===== config.mk =====
export PLATFORM = sky130hd
export DESIGN_NAME = filter_test_harness
export DESIGN_NICKNAME = d
export VERILOG_FILES = /design/src/rtl/filter_test_harness.sv
export SDC_FILE = /design/constraint.sdc
export NUM_CORES = 1
export LEC_CHECK = 0
export CORE_ASPECT_RATIO = 1.4
export CORE_MARGIN = 5
export CORE_UTILIZATION = 25
export DETAILED_ROUTE_END_ITERATION = 10
export GPL_ROUTABILITY_DRIVEN = 0
export GPL_TIMING_DRIVEN = 0
export PLACE_DENSITY = 0.49
export SYNTH_ARGS = -nofsm -noshare
export SYNTH_HDL_FRONTEND = slang
export SYNTH_SLANG_ARGS = --single-unit
export TNS_END_PERCENT = 100

===== constraint.sdc =====
create_clock -name clock -period 3.95 [get_ports clock]
set_input_delay 0.5925 -clock clock [delete_from_list [all_inputs] [get_ports clock]]
set_output_delay 0.5925 -clock clock [all_outputs]
set_load 0.02 [all_outputs]

===== src/rtl/filter_test_harness.sv =====
// Stimulus source, reset generator and output sink for the 12-bit IIR filter.
// The source drives a sawtooth with optional idle gaps; the sink keeps running statistics until end_sim.
module filter_test_harness #(
    parameter int NB        = 12,
    parameter int N_SAMPLES = 64,
    parameter int STEP      = 64,
    parameter int GAP       = 0,
    parameter int RST_HOLD  = 4,
    parameter int DRAIN     = 10,
    parameter int B0        = 212,
    parameter int B1        = 424,
    parameter int B2        = 212,
    parameter int A1        = -1366,
    parameter int A2        = 426
) (
    input  logic              clock,
    input  logic              reset,
    output logic              rst_n_o,
    output logic              vOut,
    output logic [NB-1:0]     dOut,
    output logic [3*NB-1:0]   b,
    output logic [2*NB-1:0]   a,
    input  logic              vIn,
    input  logic [NB-1:0]     dIn,
    output logic              end_sim,
    output logic [15:0]       out_count,
    output logic [23:0]       out_sum,
    output logic [NB-1:0]     last_out
);

    typedef enum logic [2:0] {S_HOLD, S_RUN, S_GAP, S_DRAIN, S_DONE} state_t;

    localparam logic [31:0]   HOLD_LAST  = 32'(RST_HOLD - 1);
    localparam logic [31:0]   GAP_LAST   = 32'(GAP - 1);
    localparam logic [31:0]   DRAIN_LAST = 32'(DRAIN);
    localparam logic [15:0]   K_LAST     = 16'(N_SAMPLES - 1);
    localparam logic [NB-1:0] STEP_W     = NB'(STEP);

    state_t          r_state, w_state_nxt;
    logic [31:0]     r_cnt, w_cnt_nxt;
    logic [15:0]     r_k, w_k_nxt;
    logic [NB-1:0]   r_acc, w_acc_nxt;
    logic [NB-1:0]   r_dout, w_dout_nxt;
    logic            r_vout, w_vout_nxt;
    logic            r_rstn, w_rstn_nxt;
    logic            r_end, w_end_nxt;
    logic [15:0]     r_count;
    logic [23:0]     r_sum;
    logic [NB-1:0]   r_last;
    logic            w_capture;

    assign b = {NB'(B2), NB'(B1), NB'(B0)};
    assign a = {NB'(A2), NB'(A1)};

    always_ff @(posedge clock or posedge reset) begin
        if (reset) begin
            r_state <= S_HOLD;
            r_cnt   <= '0;
            r_k     <= '0;
            r_acc   <= '0;
            r_dout  <= '0;
            r_vout  <= 1'b0;
            r_rstn  <= 1'b0;
            r_end   <= 1'b0;
        end else begin
            r_state <= w_state_nxt;
            r_cnt   <= w_cnt_nxt;
            r_k     <= w_k_nxt;
            r_acc   <= w_acc_nxt;
            r_dout  <= w_dout_nxt;
            r_vout  <= w_vout_nxt;
            r_rstn  <= w_rstn_nxt;
            r_end   <= w_end_nxt;
        end
    end

    // DRAIN compares against DRAIN (not DRAIN-1) so end_sim lands DRAIN+1 edges after the last sample
    always_comb begin
        w_state_nxt = r_state;
        w_cnt_nxt   = r_cnt;
        case (r_state)
            S_HOLD: begin
                if (r_cnt == HOLD_LAST) begin
                    w_state_nxt = S_RUN;
                    w_cnt_nxt   = '0;
                end else begin
                    w_cnt_nxt = r_cnt + 32'd1;
                end
            end
            S_RUN: begin
                w_cnt_nxt = '0;
                if (r_k == K_LAST) w_state_nxt = S_DRAIN;
                else if (GAP > 0)  w_state_nxt = S_GAP;
            end
            S_GAP: begin
                if (r_cnt == GAP_LAST) begin
                    w_state_nxt = S_RUN;
                    w_cnt_nxt   = '0;
                end else begin
                    w_cnt_nxt = r_cnt + 32'd1;
                end
            end
            S_DRAIN: begin
                if (r_cnt == DRAIN_LAST) w_state_nxt = S_DONE;
                else                     w_cnt_nxt   = r_cnt + 32'd1;
            end
            default: ;
        endcase
    end

    always_comb begin
        w_rstn_nxt = r_rstn;
        w_vout_nxt = 1'b0;
        w_dout_nxt = r_dout;
        w_acc_nxt  = r_acc;
        w_k_nxt    = r_k;
        w_end_nxt  = r_end;
        case (r_state)
            S_HOLD:  if (r_cnt == HOLD_LAST) w_rstn_nxt = 1'b1;
            S_RUN: begin
                w_vout_nxt = 1'b1;
                w_dout_nxt = r_acc;
                w_acc_nxt  = r_acc + STEP_W;
                w_k_nxt    = r_k + 16'd1;
            end
            S_DRAIN: if (r_cnt == DRAIN_LAST) w_end_nxt = 1'b1;
            default: ;
        endcase
    end

    assign w_capture = vIn & r_rstn & ~r_end;

    always_ff @(posedge clock or posedge reset) begin
        if (reset) begin
            r_count <= '0;
            r_sum   <= '0;
            r_last  <= '0;
        end else if (w_capture) begin
            r_count <= r_count + 16'd1;
            r_sum   <= r_sum + {{(24-NB){dIn[NB-1]}}, dIn};
            r_last  <= dIn;
        end
    end

    assign rst_n_o   = r_rstn;
    assign vOut      = r_vout;
    assign dOut      = r_dout;
    assign end_sim   = r_end;
    assign out_count = r_count;
    assign out_sum   = r_sum;
    assign last_out  = r_last;

endmodule


==> results.cfg, run 1 <==
[timing]
max_freq_mhz = 300
max_slew_margin_pct = 42.0
setup_viol_count_final = 0
rsz0062_at_grt = no
post-route-period-util_pct = 84.5
worstMarginPinSlew_ps = 867
finClkSkew_ps = 9.87
finalMaxSlewViolations = 0
period_minus_slack_ps = 3340
finalHoldViolCount = 0

[placement]
place_area_um2 = 8300
io_buffers = 75
place_hpwl_mm = 12.0

[clock_network]
clkTransAtPathRegs_ps = 60
insertion_delay_ps = 420
cts_resized = 0
clk_path_buf_depth = 2
cts_buffers = 17
cts_setup_buffers = 0
htreeDepth = 4
holdBufCountCts = 0
cts.sinks = 118
cts_tree = built
root_buffer = clkbuf_16

[finish]
diodes = 0
area_delta_synth_final_pct = 30.0
drive_above_1_share_pct = 15.1
fin_nets = 914
fin_area_um2 = 8870
n_fill_cell = 2768

[yosys]
netlist_area_um2 = 6820
ys_types = 65
synth-edff-count = 0
yosysSeqAreaShare_pct = 43.3
ys_ff_latch = 118
ys_warn_count = 0
synth_area_per_cell_um2 = 9.59
synth-async-reset-ratio_pct = 100
ys.flop_type = dfrtp_1
syn-instance-count = 711

[hold_path]
hold_path.class = flop to flop
worstHoldStart = r_acc[11]$_DFFE_PP0P_
hold-path-cell-count = 1
min_to = r_acc[11]$_DFFE_PP0P_

[floorplanning]
floorplan.die_area_um2 = 30700
design.core.area_um2 = 26900
io_pins = 142
initial_core_util_pct = 25.3
die_h_um = 205
rows = 71
die_width_um = 150

[worst_setup_path]
crit_chain = clkdlybuf4s50_1 > ha_1 > nand3_1 > a2111oi_0 > a22oi_1 > o211ai_1 > o21ai_0 > xor2_1 > o21ai_0
reg2reg_depth = 9
critPathMostFrequentCell = o21ai_0
r2r-start = out_sum[0]$_DFFE_PP0P_
crit_path_top_delay_cell = clkdlybuf4s50_1
cp.arrival_ps = 3670
reg2reg_setup_slack_ps = 1170
path_class = input port to flop
worstPathRequired_ps = 4280
setup.worst_path.end_class = flop
cp_max_fo = 18
start_kind = input port
max_stage_delay_ps = 830
r2r-end = out_sum[20]$_DFFE_PP0P_

[detailed_routing]
viasPerCell = 4.25
dr_total_vias = 5310
firstDrtPassIters = 4
finalWirelength_mm = 16.5
drtIter0Drc = 174
drcViolationCount = 0
antenna_left = 0
routedWlPerCell_um = 13.2

[global_routing]
grt_overflow_total = 0
grt_pass1_vias = 5205
grt_usage_pct = 11.0
grt_pass1_wl_mm = 27.0
antenna_found_initial = 0
grt_max_degree = 80

[job]
cap_violations = 0

[outcome]
status = finished clean

[power]
p_leak_nw = 3.98
power_mw = 4.78
powerDensity_nw_per_um2 = 539
ir_worst_vdd_mv = 0.269
## worst max-delay path: cells and delay by family
| kind | cells | cell delay [ps] |
|---|---|---|
| compound gates | 5 | 1340 |
| buf+inv | 1 | 830 |
| fa+ha+maj | 1 | 620 |
| xor+xnor | 1 | 160 |
| simple gates | 1 | 120 |
## placed cells by master, fill, tap and decap left out, drive strengths merged, types with 4 or more instances in the layout
master / instances
nand2: 106
and3: 16
a21o: 8
nor2: 52
a22o: 5
nand3: 21
ha: 28
xnor2: 45
mux2: 8
inv: 18
conb: 66
and4: 7
dfrtp: 118
a41oi: 4
o21ai: 42
clkdlybuf4s50: 75
nand4: 19
and2: 6
a21oi: 22
buf: 73
xor2: 32
clkbuf: 26
clkinv: 8
nor3: 13
nor4: 12
a21boi: 4
o211ai: 9
## worst max-delay path by stage
stage | startpoint | to | depth (start not counted) | slack [ps]
CTS | dIn[11] | out_sum[22]$_DFFE_PP0P_ | 9 | 590
detailed placement | dIn[11] | out_sum[22]$_DFFE_PP0P_ | 9 | 190
finish | dIn[11] | out_sum[22]$_DFFE_PP0P_ | 9 | 610
global route | dIn[11] | out_sum[22]$_DFFE_PP0P_ | 9 | 300
global placement | reset | r_k[7]$_DFFE_PP0P_ | 2 | -1960
floorplan | reset | dOut[10]$_DFFE_PP0P_ | 1 | 230
## per-stage QoR
| stage | cells | setup slack, ps | util (%) | TNS (ps) | hold slack, ps |
|---|---|---|---|---|---|
| 2_1_floorplan | 775 | 228 | - | 0 | 440 |
| 3_3_place_gp | 1215 | -1960 | 30.7 | -229910 | 459 |
| 3_5_place_dp | 1216 | 188 | 30.8 | 0 | 462 |
| 4_1_cts | 1248 | 587 | 32.9 | 0 | 475 |
| 5_1_grt | 1248 | 305 | 32.9 | 0 | 486 |
| 6_report | 1248 | 613 | 32.9 | 0 | 470 |
## cell usage after synthesis, types with 2 or more instances
| cell | count | area (µm²) |
|---|---|---|
| buf_6 | 2 | 22.5 |
| a21oi_1 | 21 | 105 |
| and3_2 | 2 | 15.0 |
| and3_1 | 14 | 87.6 |
| dfrtp_1 | 118 | 2950 |
| a21o_1 | 8 | 60.1 |
| o21ai_0 | 37 | 185 |
| nor4_1 | 11 | 68.8 |
| clkbuf_1 | 8 | 30.0 |
| a21boi_0 | 4 | 30.0 |
| inv_1 | 15 | 56.3 |
| ha_1 | 28 | 350 |
| and2_1 | 4 | 25.0 |
| nand4_1 | 18 | 113 |
| o21ai_1 | 3 | 15.0 |
| a22o_1 | 5 | 43.8 |
| nor3_1 | 12 | 60.1 |
| a211oi_1 | 2 | 15.0 |
| mux2_2 | 8 | 90.1 |
| or2_2 | 3 | 18.8 |
| nand3_1 | 21 | 105 |
| nor2_1 | 52 | 195 |
| o21bai_1 | 3 | 22.5 |
| o211ai_1 | 9 | 67.6 |
| and4_1 | 6 | 52.6 |
| xnor2_1 | 45 | 394 |
| and2b_1 | 3 | 22.5 |
| buf_4 | 69 | 518 |
| o21ai_2 | 2 | 17.5 |
| a22oi_1 | 2 | 15.0 |
| conb_1 | 2 | 7.51 |
| nand2_1 | 106 | 398 |
| a41oi_1 | 3 | 26.3 |
| xor2_1 | 32 | 280 |
| nor2b_1 | 2 | 12.5 |
| o31ai_1 | 2 | 15.0 |
## final cells by class
type	instances	area, µm²	area share, %
multi-input combinational	561	3470	39.2
tap	365	457	5.15
sequential	118	2950	33.3
clock inverter	14	129	1.45
buffer	80	574	6.48
clock buffer	18	439	4.95
timing repair buffer	76	778	8.78
inverter	16	65.1	0.734
## state kept, by name, summed over array words and instances, names as in the netlist
register / count
r_state: 3
out_count: 16
last_out: 12
out_sum: 24
r_acc: 6
r_cnt: 32
r_k: 16
end_sim: 1
rst_n_o: 1
dOut: 6
vOut: 1
## logic make-up after synthesis
family / synth area share (%)
other cells: 0.110
xor+xnor: 9.89
simple gates: 19.6
mux: 1.47
compound gates: 10.9
fa+ha+maj: 5.43
flops: 43.3
buf+inv: 9.30
## power breakdown
group / internal, mW / switching (mW) / total, mW
clock: 0.885 / 0.599 / 1.48
combinational: 0.796 / 0.965 / 1.76
sequential: 1.37 / 0.165 / 1.54
total: 3.05 / 1.73 / 4.78
## routing by layer
metal,wire (µm),part of all wire (%),vias to the layer above,GRT usage [%]
li1,-,-,2654,-
met1,7430,45,2504,13.5
met2,7800,47,133,18.1
met3,942,5.7,19,3.04
met4,326,2.0,0,4.42
met5,0,0,-,0
Note: power is estimated with default switching activity, not from simulation.
==> run 2: changes to the inputs <==
PLACE_DENSITY = 0.48   (was 0.49)
clock period = 3.35 ns   (was 3.95 ns; I/O delays follow)
==> results.cfg, run 2 (synthesized netlist as in run 1, its figures left out) <==
[clock_network]
cts_buffers = 17
insertion_delay_ps = 420
root_buffer = clkbuf_16
cts_setup_buffers = 0
htreeDepth = 4
clkTransAtPathRegs_ps = 60
holdBufCountCts = 0
cts_tree = built
cts.sinks = 118
clk_path_buf_depth = 2
cts_resized = 0

[timing]
rsz0062_at_grt = no
max_slew_margin_pct = 49.3
finalMaxSlewViolations = 0
finClkSkew_ps = 9.36
worstMarginPinSlew_ps = 759
worst_slack_ps = 429
period_minus_slack_ps = 2920
setup_viol_count_final = 0
finalHoldViolCount = 0
max_freq_mhz = 342
post-route-period-util_pct = 87.2

[placement]
place_hpwl_mm = 12.2
io_buffers = 75
dpl_worst_slack_ps = -336

[finish]
regMostFlops = r_cnt
area_delta_synth_final_pct = 30.9
layout_common_cells = dfrtp_1 (118), nand2_1 (106), clkdlybuf4s50_1 (74)
diodes = 0
largest_reg_flops = 32
fin_util_pct = 33.2
layout_commonest_cell = dfrtp_1
fin_nets = 916
drive_above_1_share_pct = 15.4

[detailed_routing]
drcViolationCount = 0
firstDrtPassIters = 4
viasPerCell = 4.22
routedWlPerCell_um = 13.2
dr_total_vias = 5275
antenna_left = 0
finalWirelength_mm = 16.5
drtIter0Drc = 147

[global_routing]
grt_pass1_wl_mm = 27.6
grt_pass1_vias = 5328
grt_usage_pct = 11.2
grt_max_degree = 38
antenna_found_initial = 0
grt_overflow_total = 0

[worst_setup_path]
cp_max_fo = 3
reg2reg_setup_slack_ps = 570
worstPathRequired_ps = 3630
setup.worst_path.end_class = flop
cp.arrival_ps = 3200
start_kind = input port
path_class = input port to flop

[floorplanning]
die_h_um = 205
rows = 71
io_pins = 142
die_width_um = 150
design.core.area_um2 = 26900
floorplan.die_area_um2 = 30700
initial_core_util_pct = 25.3

[outcome]
status = finished clean

[power]
p_leak_nw = 4.01
ir_worst_vdd_mv = 0.317
powerDensity_nw_per_um2 = 643

[hold_path]
hold_path.class = input port to asynchronous set/reset pin

[job]
cap_violations = 0
==> run 2: power by group <==
group | internal [mW] | leakage (nW) | total [mW] | switching (mW)
clock | 1.12 | 0.279 | 1.83 | 0.712
combinational | 0.944 | 2.23 | 2.09 | 1.14
sequential | 1.62 | 1.50 | 1.82 | 0.199
==> run 2: worst paths after layout <==
kind                       depth (start not counted)                       to                    from
max                                               10  out_sum[20]$_DFFE_PP0P_                  dIn[0]
min                                                2  last_out[5]$_DFFE_PP0P_                   reset
max reg2reg                                        9  out_sum[20]$_DFFE_PP0P_  out_sum[0]$_DFFE_PP0P_
min reg2reg                                        1    r_acc[11]$_DFFE_PP0P_   r_acc[11]$_DFFE_PP0P_
max in group asynchronous                          4       r_k[9]$_DFFE_PP0P_                   reset
min in group clock                                 1    r_acc[11]$_DFFE_PP0P_   r_acc[11]$_DFFE_PP0P_
==> run 2: metal layers <==
metal	routed length, µm	vias to the layer above	GRT usage (%)
met3	947	15	3.00
li1	-	2653	-
met5	0	-	0
met1	7390	2473	14.1
met4	267	0	4.02
met2	7910	134	18.6
==> run 2: layout make-up <==
type	instances	area, µm²
Clock inverter	14	153
Fill cell	2804	18000
Tap cell	365	457
Timing Repair Buffer	78	813
Clock buffer	18	439
Buffer	80	574
Multi-Input combinational cell	561	3480
Inverter	16	63.8
Sequential cell	118	2950
==> run 2: worst max-delay path, stage by stage <==
cell,delay (ps)
clkdlybuf4s50_1,440
ha_1,270
fa_1,450
a211oi_1,310
o211ai_1,160
a22oi_1,280
o211ai_1,250
o31ai_1,280
xor2_1,160
o21ai_0,80
==> run 2: metrics by stage <==
step	cells	cell area, µm²	power, mW	TNS (ps)	hold slack, ps
floorplan	775	7060	3.21	0	440
global placement	1215	8270	3.93	-2010	461
detailed placement	1218	8330	3.94	-2090	464
CTS	1250	8920	5.83	0	396
global route	1250	8930	6.13	0	413
finish	1250	8930	5.74	0	405
==> run 3: changes to the inputs <==
ABC_AREA = 1   (was not set)
PLACE_DENSITY = 0.47   (was 0.48)
==> results.cfg, run 3 <==
[outcome]
status = finished clean

[timing]
worstMarginPinSlew_ps = 737
rsz0062_at_grt = no
setup_viol_count_final = 0
finalMaxSlewViolations = 0
max_freq_mhz = 385
period_minus_slack_ps = 2600
finalHoldViolCount = 0
post-route-period-util_pct = 77.6
max_slew_margin_pct = 50.7
worst_slack_ps = 751
finClkSkew_ps = 9.91

[global_routing]
grt_overflow_total = 0
grt_usage_pct = 13.5
grt_max_degree = 29
antenna_found_initial = 0
grt_pass1_wl_mm = 38.4
grt_pass1_vias = 7204

[finish]
fin_nets = 1329
seq_area_um2 = 2950
layout_commonest_cell = nand2_1
fin_area_um2 = 10300
drive_above_1_share_pct = 12.2
diodes = 0
layout_common_cells = nand2_1 (355), nor2_1 (121), dfrtp_1 (118)
regMostFlops = r_cnt
largest_reg_flops = 32
final_cells = 1698
n_fill_cell = 3538
area_delta_synth_final_pct = 27.2
multi_input_area_um2 = 4350

[power]
p_leak_nw = 5.06
power_mw = 6.26
ir_worst_vdd_mv = 0.464
powerDensity_nw_per_um2 = 609

[yosys]
yosysMostFrequentCell = nand2_1
synth_area_per_cell_um2 = 7.20
ys.flop_type = dfrtp_1
netlist_area_um2 = 8090
ys_ff_latch = 118
netlist.top_cell.by_area = dfrtp_1
synth.area.top_cells = dfrtp_1 (37%), nand2_1 (16%), buf_4 (6.3%), nor2_1 (5.6%), nand3_1 (5.1%)
synth_commonest_cells = nand2_1 (355), nor2_1 (121), dfrtp_1 (118), inv_1 (107), nand3_1 (82)
yosys.area.top_type_share_pct = 36.5
ys_warn_count = 0
synth-async-reset-ratio_pct = 100
synth-edff-count = 0
yosysSeqAreaShare_pct = 36.5
syn-instance-count = 1123
ys_types = 43

[worst_setup_path]
crit_chain = clkdlybuf4s50_1 > ha_1 > nand2_1 > nor2_1 > inv_1 > nor2_1 > nand4_1 > nand3_1 > nand2_1 > nand3_1 > nand2_1
cp_max_fo = 14
crit_path_top_delay_cell = clkdlybuf4s50_1
critPathMostFrequentCell = nand2_1
worstPathRequired_ps = 3670
start_kind = input port
timing.critical_path.buf_inv = 2
cp.arrival_ps = 2920
critPathTopFamily = simple AND/OR/NAND/NOR gates
path_class = input port to flop
setup.worst_path.end_class = flop
max_stage_delay_ps = 800

[floorplanning]
floorplan.die_area_um2 = 36100
rows = 78
initial_core_util_pct = 25.1
io_pins = 142
design.core.area_um2 = 32200
die_width_um = 162
die_h_um = 223

[job]
cap_violations = 0

[detailed_routing]
antenna_left = 0
dr_total_vias = 7301
viasPerCell = 4.30
firstDrtPassIters = 5
drtIter0Drc = 302
finalWirelength_mm = 23.8
routedWlPerCell_um = 14.0
drcViolationCount = 0

[placement]
place_hpwl_mm = 19.0
io_buffers = 75
place_area_um2 = 9660
dp.cells = 1666
dpl_worst_slack_ps = 324

[clock_network]
cts_tree = built
holdBufCountCts = 0
insertion_delay_ps = 440
clkTransAtPathRegs_ps = 60
clk_path_buf_depth = 2
cts_buffers = 17
root_buffer = clkbuf_16
cts_setup_buffers = 0
cts_resized = 0
htreeDepth = 4
cts.sinks = 118

[hold_path]
hold_path.class = input port to asynchronous set/reset pin
[run 3: metrics by stage]
step | hold WS, ps | TNS, ps | utilization, %
after floorplan | 443 | 0 | -
after global placement | 458 | -395 | 29.8
after detailed placement | 459 | 0 | 30.0
after CTS | 449 | 0 | 32.0
after global routing | 486 | 0 | 32.0
final | 449 | 0 | 32.0
[run 3: routing by layer]
layer	global-route usage [%]	wire, µm	vias to the layer above
met5	0	0	-
met4	5.92	760	0
met3	3.08	1090	35
met2	24.9	12600	166
met1	14.5	9400	3331
li1	-	-	3769
[run 3: worst paths after layout]
| check | startpoint | endpoint | slack (ps) | depth (start not counted) |
|---|---|---|---|---|
| max | dIn[11] | out_sum[19]$_DFFE_PP0P_ | 750 | 11 |
| min | reset | out_sum[13]$_DFFE_PP0P_ | 450 | 2 |
| max reg2reg | r_cnt[0]$_DFFE_PP0P_ | r_cnt[14]$_DFFE_PP0P_ | 1190 | 10 |
| min reg2reg | out_count[15]$_DFFE_PP0P_ | out_count[15]$_DFFE_PP0P_ | 470 | 1 |
| max in group asynchronous | reset | r_k[15]$_DFFE_PP0P_ | 1750 | 6 |
| min in group clock | out_count[15]$_DFFE_PP0P_ | out_count[15]$_DFFE_PP0P_ | 470 | 1 |
[run 3: kinds of logic (layout without fill, tap and decap cells)]
logic type	after synthesis	count (layout)	share of synthesized area, %
AND/OR/NAND/NOR	643	643	34.8
other	2	66	0.0929
buffers and inverters	197	308	12.7
flip-flops	118	118	36.5
AO/OA/AOI/OAI	84	84	5.91
XOR/XNOR	50	50	5.42
adder cells (fa/ha/maj)	29	29	4.58
[run 3: power by group]
part | switching [mW] | internal, mW | total, mW
combinational | 1.48 | 0.994 | 2.48
sequential | 0.202 | 1.63 | 1.83
clock | 0.708 | 1.25 | 1.96
total | 2.39 | 3.87 | 6.26
[run 3: layout make-up]
class,count,share of cell area [%]
Multi-Input combinational cell,872,42.2
Sequential cell,118,28.7
Timing Repair Buffer,79,8.07
Buffer,84,5.81
Tap cell,400,4.86
Clock buffer,22,4.71
Inverter,113,4.21
Clock inverter,10,1.40
